[config.mk]
export PLATFORM = sky130hd
export DESIGN_NAME = mem_port_arbiter
export DESIGN_NICKNAME = d
export VERILOG_FILES = /design/src/rtl/mem_port_arbiter.sv
export SDC_FILE = /design/constraint.sdc
export NUM_CORES = 1
export LEC_CHECK = 0
export ABC_AREA = 1
export BUFFER_PORTS_ARGS = -buffer_cell sky130_fd_sc_hd__buf_4
export CORE_MARGIN = 10
export CORE_UTILIZATION = 30
export DETAILED_ROUTE_END_ITERATION = 8
export PLACE_DENSITY_LB_ADDON = 0.08
export REMOVE_ABC_BUFFERS = 1
export SYNTH_ARGS = -nofsm -noshare
export SYNTH_HDL_FRONTEND = slang
export SYNTH_SLANG_ARGS = --single-unit
[constraint.sdc]
create_clock -name clk -period 9.2 [get_ports clk]
set_input_delay 0.46 -clock clk [delete_from_list [all_inputs] [get_ports clk]]
set_output_delay 0.46 -clock clk [all_outputs]
set_load 0.02 [all_outputs]
[src/rtl/mem_port_arbiter.sv]
// Two-requester (IF / MEM) arbiter for a single-ported memory with a req/ack bus handshake.
// Optional bus watchdog and sticky bus_err are compiled in with `define MEMARB_TIMEOUT_EN.
module mem_port_arbiter #(
   parameter int STARVE_LIMIT   = 4,
   parameter int TIMEOUT_CYCLES = 255
) (
   input  logic        clk,
   input  logic        reset,
   input  logic        if_req,
   input  logic [31:0] if_addr,
   output logic [31:0] if_rdata,
   output logic        if_ready,
   input  logic        mem_req,
   input  logic        mem_we,
   input  logic [31:0] mem_addr,
   input  logic [31:0] mem_wdata,
   output logic [31:0] mem_rdata,
   output logic        mem_ready,
   output logic        stall_f,
   output logic        stall_m,
   output logic        bus_req,
   output logic        bus_we,
   output logic [31:0] bus_addr,
   output logic [31:0] bus_wdata,
   input  logic [31:0] bus_rdata,
   input  logic        bus_ack,
   output logic        bus_err
);
   localparam int SW = $clog2(STARVE_LIMIT + 1);
   localparam logic [SW-1:0] STREAK_MAX = SW'(STARVE_LIMIT);

   typedef enum logic [1:0] {IDLE = 2'd0, BUSY_IF = 2'd1, BUSY_MEM = 2'd2} state_t;

   state_t        state_q, state_d;
   logic [SW-1:0] streak_q, streak_d;
   logic [31:0]   addr_q, addr_d;
   logic [31:0]   wdata_q, wdata_d;
   logic          we_q, we_d;
   logic [31:0]   if_rdata_q, if_rdata_d;
   logic [31:0]   mem_rdata_q, mem_rdata_d;
   logic          if_ready_q, if_ready_d;
   logic          mem_ready_q, mem_ready_d;
   logic          if_elig, mem_elig, grant_if, grant_mem, timed_out;
`ifdef MEMARB_TIMEOUT_EN
   localparam int TW = $clog2(TIMEOUT_CYCLES + 1);
   localparam logic [TW-1:0] TMO_LAST = TW'(TIMEOUT_CYCLES - 1);
   logic [TW-1:0] tmo_q, tmo_d;
   logic          err_q, err_d;
`endif

   // A requester still holding req during its own ready pulse is not eligible.
   assign if_elig   = if_req & ~if_ready_q;
   assign mem_elig  = mem_req & ~mem_ready_q;
   assign grant_mem = (state_q == IDLE) && mem_elig && ((streak_q < STREAK_MAX) || !if_elig);
   assign grant_if  = (state_q == IDLE) && if_elig && !grant_mem;

   always_comb begin
      state_d     = state_q;
      streak_d    = streak_q;
      addr_d      = addr_q;
      we_d        = we_q;
      wdata_d     = wdata_q;
      if_rdata_d  = if_rdata_q;
      mem_rdata_d = mem_rdata_q;
      if_ready_d  = 1'b0;
      mem_ready_d = 1'b0;
      timed_out   = 1'b0;
`ifdef MEMARB_TIMEOUT_EN
      tmo_d       = tmo_q;
      err_d       = err_q;
`endif
      case (state_q)
         IDLE: begin
            if (grant_mem) begin
               state_d = BUSY_MEM;
               addr_d  = mem_addr;
               we_d    = mem_we;
               wdata_d = mem_wdata;
               if (if_elig) streak_d = streak_q + SW'(1);
`ifdef MEMARB_TIMEOUT_EN
               tmo_d   = '0;
`endif
            end else if (grant_if) begin
               state_d  = BUSY_IF;
               addr_d   = if_addr;
               we_d     = 1'b0;
               wdata_d  = '0;
               streak_d = '0;
`ifdef MEMARB_TIMEOUT_EN
               tmo_d    = '0;
`endif
            end
         end
         BUSY_IF, BUSY_MEM: begin
`ifdef MEMARB_TIMEOUT_EN
            tmo_d     = tmo_q + TW'(1);
            timed_out = !bus_ack && (tmo_q == TMO_LAST);
            if (timed_out) err_d = 1'b1;
`endif
            if (bus_ack || timed_out) begin
               state_d = IDLE;
               if (state_q == BUSY_IF) begin
                  // A flushed fetch still finishes on the bus but is not reported.
                  if_rdata_d = timed_out ? '0 : bus_rdata;
                  if_ready_d = if_req;
               end else begin
                  mem_rdata_d = (timed_out || we_q) ? '0 : bus_rdata;
                  mem_ready_d = 1'b1;
               end
            end
         end
         default: state_d = IDLE;
      endcase
      if (!if_req) streak_d = '0;
   end

   always_ff @(posedge clk or posedge reset) begin
      if (reset) begin
         state_q     <= IDLE;
         streak_q    <= '0;
         addr_q      <= '0;
         we_q        <= 1'b0;
         wdata_q     <= '0;
         if_rdata_q  <= '0;
         mem_rdata_q <= '0;
         if_ready_q  <= 1'b0;
         mem_ready_q <= 1'b0;
`ifdef MEMARB_TIMEOUT_EN
         tmo_q       <= '0;
         err_q       <= 1'b0;
`endif
      end else begin
         state_q     <= state_d;
         streak_q    <= streak_d;
         addr_q      <= addr_d;
         we_q        <= we_d;
         wdata_q     <= wdata_d;
         if_rdata_q  <= if_rdata_d;
         mem_rdata_q <= mem_rdata_d;
         if_ready_q  <= if_ready_d;
         mem_ready_q <= mem_ready_d;
`ifdef MEMARB_TIMEOUT_EN
         tmo_q       <= tmo_d;
         err_q       <= err_d;
`endif
      end
   end

   assign if_rdata  = if_rdata_q;
   assign if_ready  = if_ready_q;
   assign mem_rdata = mem_rdata_q;
   assign mem_ready = mem_ready_q;
   assign stall_f   = if_req & ~if_ready_q;
   assign stall_m   = mem_req & ~mem_ready_q;
   assign bus_req   = (state_q != IDLE);
   assign bus_we    = we_q;
   assign bus_addr  = addr_q;
   assign bus_wdata = wdata_q;
`ifdef MEMARB_TIMEOUT_EN
   assign bus_err   = err_q;
`else
   assign bus_err   = 1'b0;
`endif

endmodule
Yosys cells after proc, flatten, opt, wreduce, memory -nomap -nowiden. Cells that the tools add are included. Widths: inputs -> output; s select.

Register bits: 136. Output and inout port bits: 135.

Add/subtract/negate cells: 1. $lt $le $gt $ge: 1. Equality and inequality tests: 7. Muxes and demuxes: 22. Bitwise gates (word level): 5. Reductions and logical operators: 16.

Operators with widths (count): $mux 32 (5); $mux 3 (5); $reduce_and 3->1 (3); $mux 1 (8); $mux 2 (3); $ne 3x3->1 const B (2); $logic_and 1x1->1 (4); $pmux 2 s2 (1); $reduce_and 2->1 (2); $reduce_bool 2->1 (2); $add 3x1->3 const B (1); $lt 3x3->1 const B (1); $ne 3x1->1 const B (1); $not 1->1 (3); $and 1x1->1 (2); $eq 2x1->1 const B (1); $eq 2x2->1 const B (1); $logic_not 1->1 (2); $logic_not 2->1 (1); $ne 2x1->1 const B (1); $ne 2x2->1 const B (1); $reduce_or 2->1 (1); $logic_or 1x1->1 (1).

Depth between registers and ports, before layout.
Depth in word-level cells: 11. Mapped depth: 9. Gate-level depth less buffers: 8.

Worst setup path before layout. OpenSTA, ideal clock, no wires.

Path kind: register -> register. From: register state_q[0]. To: register wdata_q[0] (netlist: bus_wdata[0]). Data arrival time: 1393 ps. Path slack: 7742 ps. Cell stages (with the launch flop): 10. Path buffers: 1. Clock period less this slack: 1458 ps. Cells stage by stage: dfrtp_1 > inv_1 > ha_1 > inv_2 > nor2_4 > nand2_2 > inv_2 > buf_4 > nand2_1 > nand2_1.

Cells in the longest elaborated chain, start to end: 7.

Ends and longest elaborated chain: start: declaration (RTL line 34) `state_t state_q, state_d;`; start signal: assignment (RTL line 133) `state_q <= state_d;`; $logic_not 2->1 * (RTL line 54, 55, 72); $logic_and 1x1->1 (2 in a row) (RTL line 54) `assign grant_mem = (state_q == IDLE) && mem_elig && ((streak_q < STREAK_MAX) || !if_elig);`; $logic_not 1->1 (RTL line 55) `assign grant_if = (state_q == IDLE) && if_elig && !grant_mem;`; $logic_and 1x1->1 (RTL line 55); $reduce_bool 2->1 (no source line); $reduce_and 2->1 (no source line); end signal: assignment (RTL line 137) `wdata_q <= wdata_d;`; end: declaration (RTL line 37) `logic [31:0] wdata_q, wdata_d;`.

Every way passes the cells marked *; elsewhere a longest branch is shown, timed or not. A chain may end at the register's enable or synchronous reset.

Final worst setup path.
From: register state_q[0]. To: register wdata_q[30] (netlist: bus_wdata[30]).

Same word-level chain as after synthesis.

==> results.yml <==
layout:
  final_common_cell: "buf_4"
  fillerInstances: 1966
  antenna-diode-count: 0
  drive_above_1_share_pct: 38.12
  syn_to_final_growth_pct: 47.46
  final_nets: 1029
  final_area_mm2: 0.008666
  layout_common_cells: "buf_4, nand2_1, dfrtp_1"
  fin_cells: 1170
sta:
  fin_crit_sh_pct: 32.43
  final_hold_viol_count: 0
  finalSetupViolCount: 0
  slew_violations: 0
  fmax_mhz: 335.2
  skew_ps: 12.60
  tightest_slew_ps: 1046
  min_period_ps: 2983
  finalWorstSetupSlack_ps: 6217
  rsz0062_at_grt: "false"
  slew_headroom_pct: 30.17
  finalSetupTns_ps: 0
floorplan:
  pin_count: 269
  coreArea_mm2: 0.01940
  die_x_um: 160.0
  fp.dieH_um: 160.0
  die_area_mm2: 0.02559
  rows: 51
  start_util_pct: 30.30
critical_path:
  critPathSlowestCell: "inv_2"
  max_stage_delay_ps: 630
  end_kind: "register"
  path_max_fanout: 35
  crit_type: "reg2reg"
  worstPathRequired_ps: 9550
  path_cells: "inv_1 > ha_1 > inv_2 > nor2_4 > nand2_2 > inv_2 > nand2_1 > nand2_1"
  arrival_ps: 3330
  cp-start-kind: "register"
pwr:
  internal_power_mw: 1.912
  pwr-share-seq_pct: 32.7
  p_per_area_mw_per_mm2: 377.0
  p_leak_nw: 4.562
  power.share.clock_pct: 20.4
  peakVddDrop_uv: 152.0
  switching_share_pct: 41.49
  power.total_mw: 3.267
  p_comb_share_pct: 47.0
  power_switching_mw: 1.356
logic_synthesis:
  synth_cell_type_count: 22
  yosysWarnings: 0
  yosysSeqAreaShare_pct: 57.91
  ys_ff_latch: 136
  syn-cell-area_mm2: 0.005877
  avgSynthCellArea_um2: 9.211
  syn_inst: 638
grt:
  antenna_found_initial: 0
  grt_use_total_pct: 14.52
  overflow: 0
  grt_pass1_wl_um: 29790
  grt_pass1_vias: 5486
  grt_max_degree: 75
clock_tree:
  cts_resized: 0
  postCtsSetupRepairBufs: 0
  cts-root-buf: "clkbuf_16"
  clk_latency_ps: 410
  cts_sinks: 136
  cts_tree: "built"
  postCtsHoldBufs: 0
  ctsHtreeMaxLevel: 4
  numCtsBuffers: 17
  cts.clk_slew.worst_paths_ps: 70
  clockBufferDepth: 2
drt:
  antenna_left: 0
  drc: 0
  initialDrtViolationCount: 198
  drt_first_pass_iters: 4
  vias: 5009
  avgViaCountPerCell: 4.281
  detail_route.wl_per_cell_um: 16.09
  drt-total-wl_um: 18830
placement:
  io_buffers: 267
  dp_slack_ps: 6150
  placedInstanceArea_mm2: 0.008088
  placed_cells: 1138
  gp_congestion: 0.7799
  dpl.hpwl_um: 13950
status:
  outcome: "finished, final reports clean"
run:
  maxCapViolCount: 0
hold_path:
  hp-class: "in2async"
==> through the flow <==
step	util [%]	hold WS [ps]
after floorplan	-	453.1
after global placement	41.69	456.4
after detailed placement	41.69	463.9
after CTS	44.67	121.4
after global routing	44.67	138.0
final	44.67	111.9
==> sequential cells by signal (all words and copies together) (netlist names) <==
| register | count |
|---|---|
| state_q | 2 |
| bus_wdata | 32 |
| mem_rdata | 32 |
| streak_q | 3 |
| bus_addr | 32 |
| if_rdata | 32 |
| if_ready | 1 |
| bus_we | 1 |
| mem_ready | 1 |
==> cells by family after synthesis <==
| logic type | count (synthesis) | share of synthesized area (%) |
|---|---|---|
| other cells | 1 | 0.06381 |
| compound gates | 69 | 5.876 |
| simple gates | 283 | 21.40 |
| fa+ha+maj | 3 | 0.6388 |
| flops | 136 | 57.91 |
| mux | 32 | 6.132 |
| buf+inv | 114 | 7.984 |
==> power by group through the flow <==
| stage | combinational [mW] | sequential [mW] | clock, mW |
|---|---|---|---|
| 3_3_place_gp | 1.55 | 1.07 | 0 |
| 6_report | 1.54 | 1.07 | 0.665 |
| 4_1_cts | 1.58 | 1.07 | 0.688 |
| 5_1_grt | 1.69 | 1.11 | 0.716 |
| 2_1_floorplan | 0.512 | 1.40 | 0 |
| 3_5_place_dp | 1.58 | 1.07 | 0 |
==> final cells by class <==
class,instances,area [um^2],share of cell area (%)
clock buffers,18,429.2,4.952
clock inverters,14,148.9,1.718
inverters,78,297.8,3.436
multi-input cells,388,2021,23.32
flip-flops and latches,136,3403,39.27
well taps,265,331.6,3.826
repair buffers,271,2034,23.48
==> worst paths after layout <==
path	to	startpoint	cells after the start	slack [ps]
max	bus_wdata[30]	state_q[0]	8	6220
max reg2reg	bus_wdata[30]	state_q[0]	8	6220
min reg2reg	bus_wdata[0]	bus_wdata[0]	2	480
max in group asynchronous	bus_addr[21]	reset	3	7690
min in group clk	bus_wdata[16]	mem_wdata[16]	3	240
min	if_rdata[20]	reset	2	110
==> worst max-delay path, delay by kind of cell (launching register included) <==
family / cells / cell delay (ps)
flip-flops: 1 / 400
adder cells (fa/ha/maj): 1 / 320
buffers and inverters: 3 / 790
AND/OR/NAND/NOR: 4 / 1410
==> routing by layer <==
layer / track usage [%] / vias to the layer above / wire (um)
met5: 0 / - / 0
met4: 3.631 / 0 / 142
met3: 6.144 / 9 / 1433
met2: 25.13 / 148 / 9611
met1: 16.11 / 2341 / 7637
li1: - / 2511 / -
==> synth_stat cells <==
cell	count	area, um^2
clkbuf_1	9	33.78
buf_1	2	7.510
o21ai_1	13	65.06
ha_1	3	37.54
nand3_2	1	10.01
nor2_4	2	22.52
conb_1	1	3.750
nand3_1	35	175.2
buf_4	4	30.03
nand4_1	1	6.260
inv_2	3	11.26
nor3_1	2	10.01
nor2_1	1	3.750
mux2_2	32	360.4
inv_1	75	281.5
nand2_2	2	12.51
buf_2	21	105.1
nand2_1	207	777.0
o21ai_0	55	275.3
a21oi_1	1	5.000
nand3b_1	32	240.2
dfrtp_1	136	3403
Power figures use the tool's default switching activity.
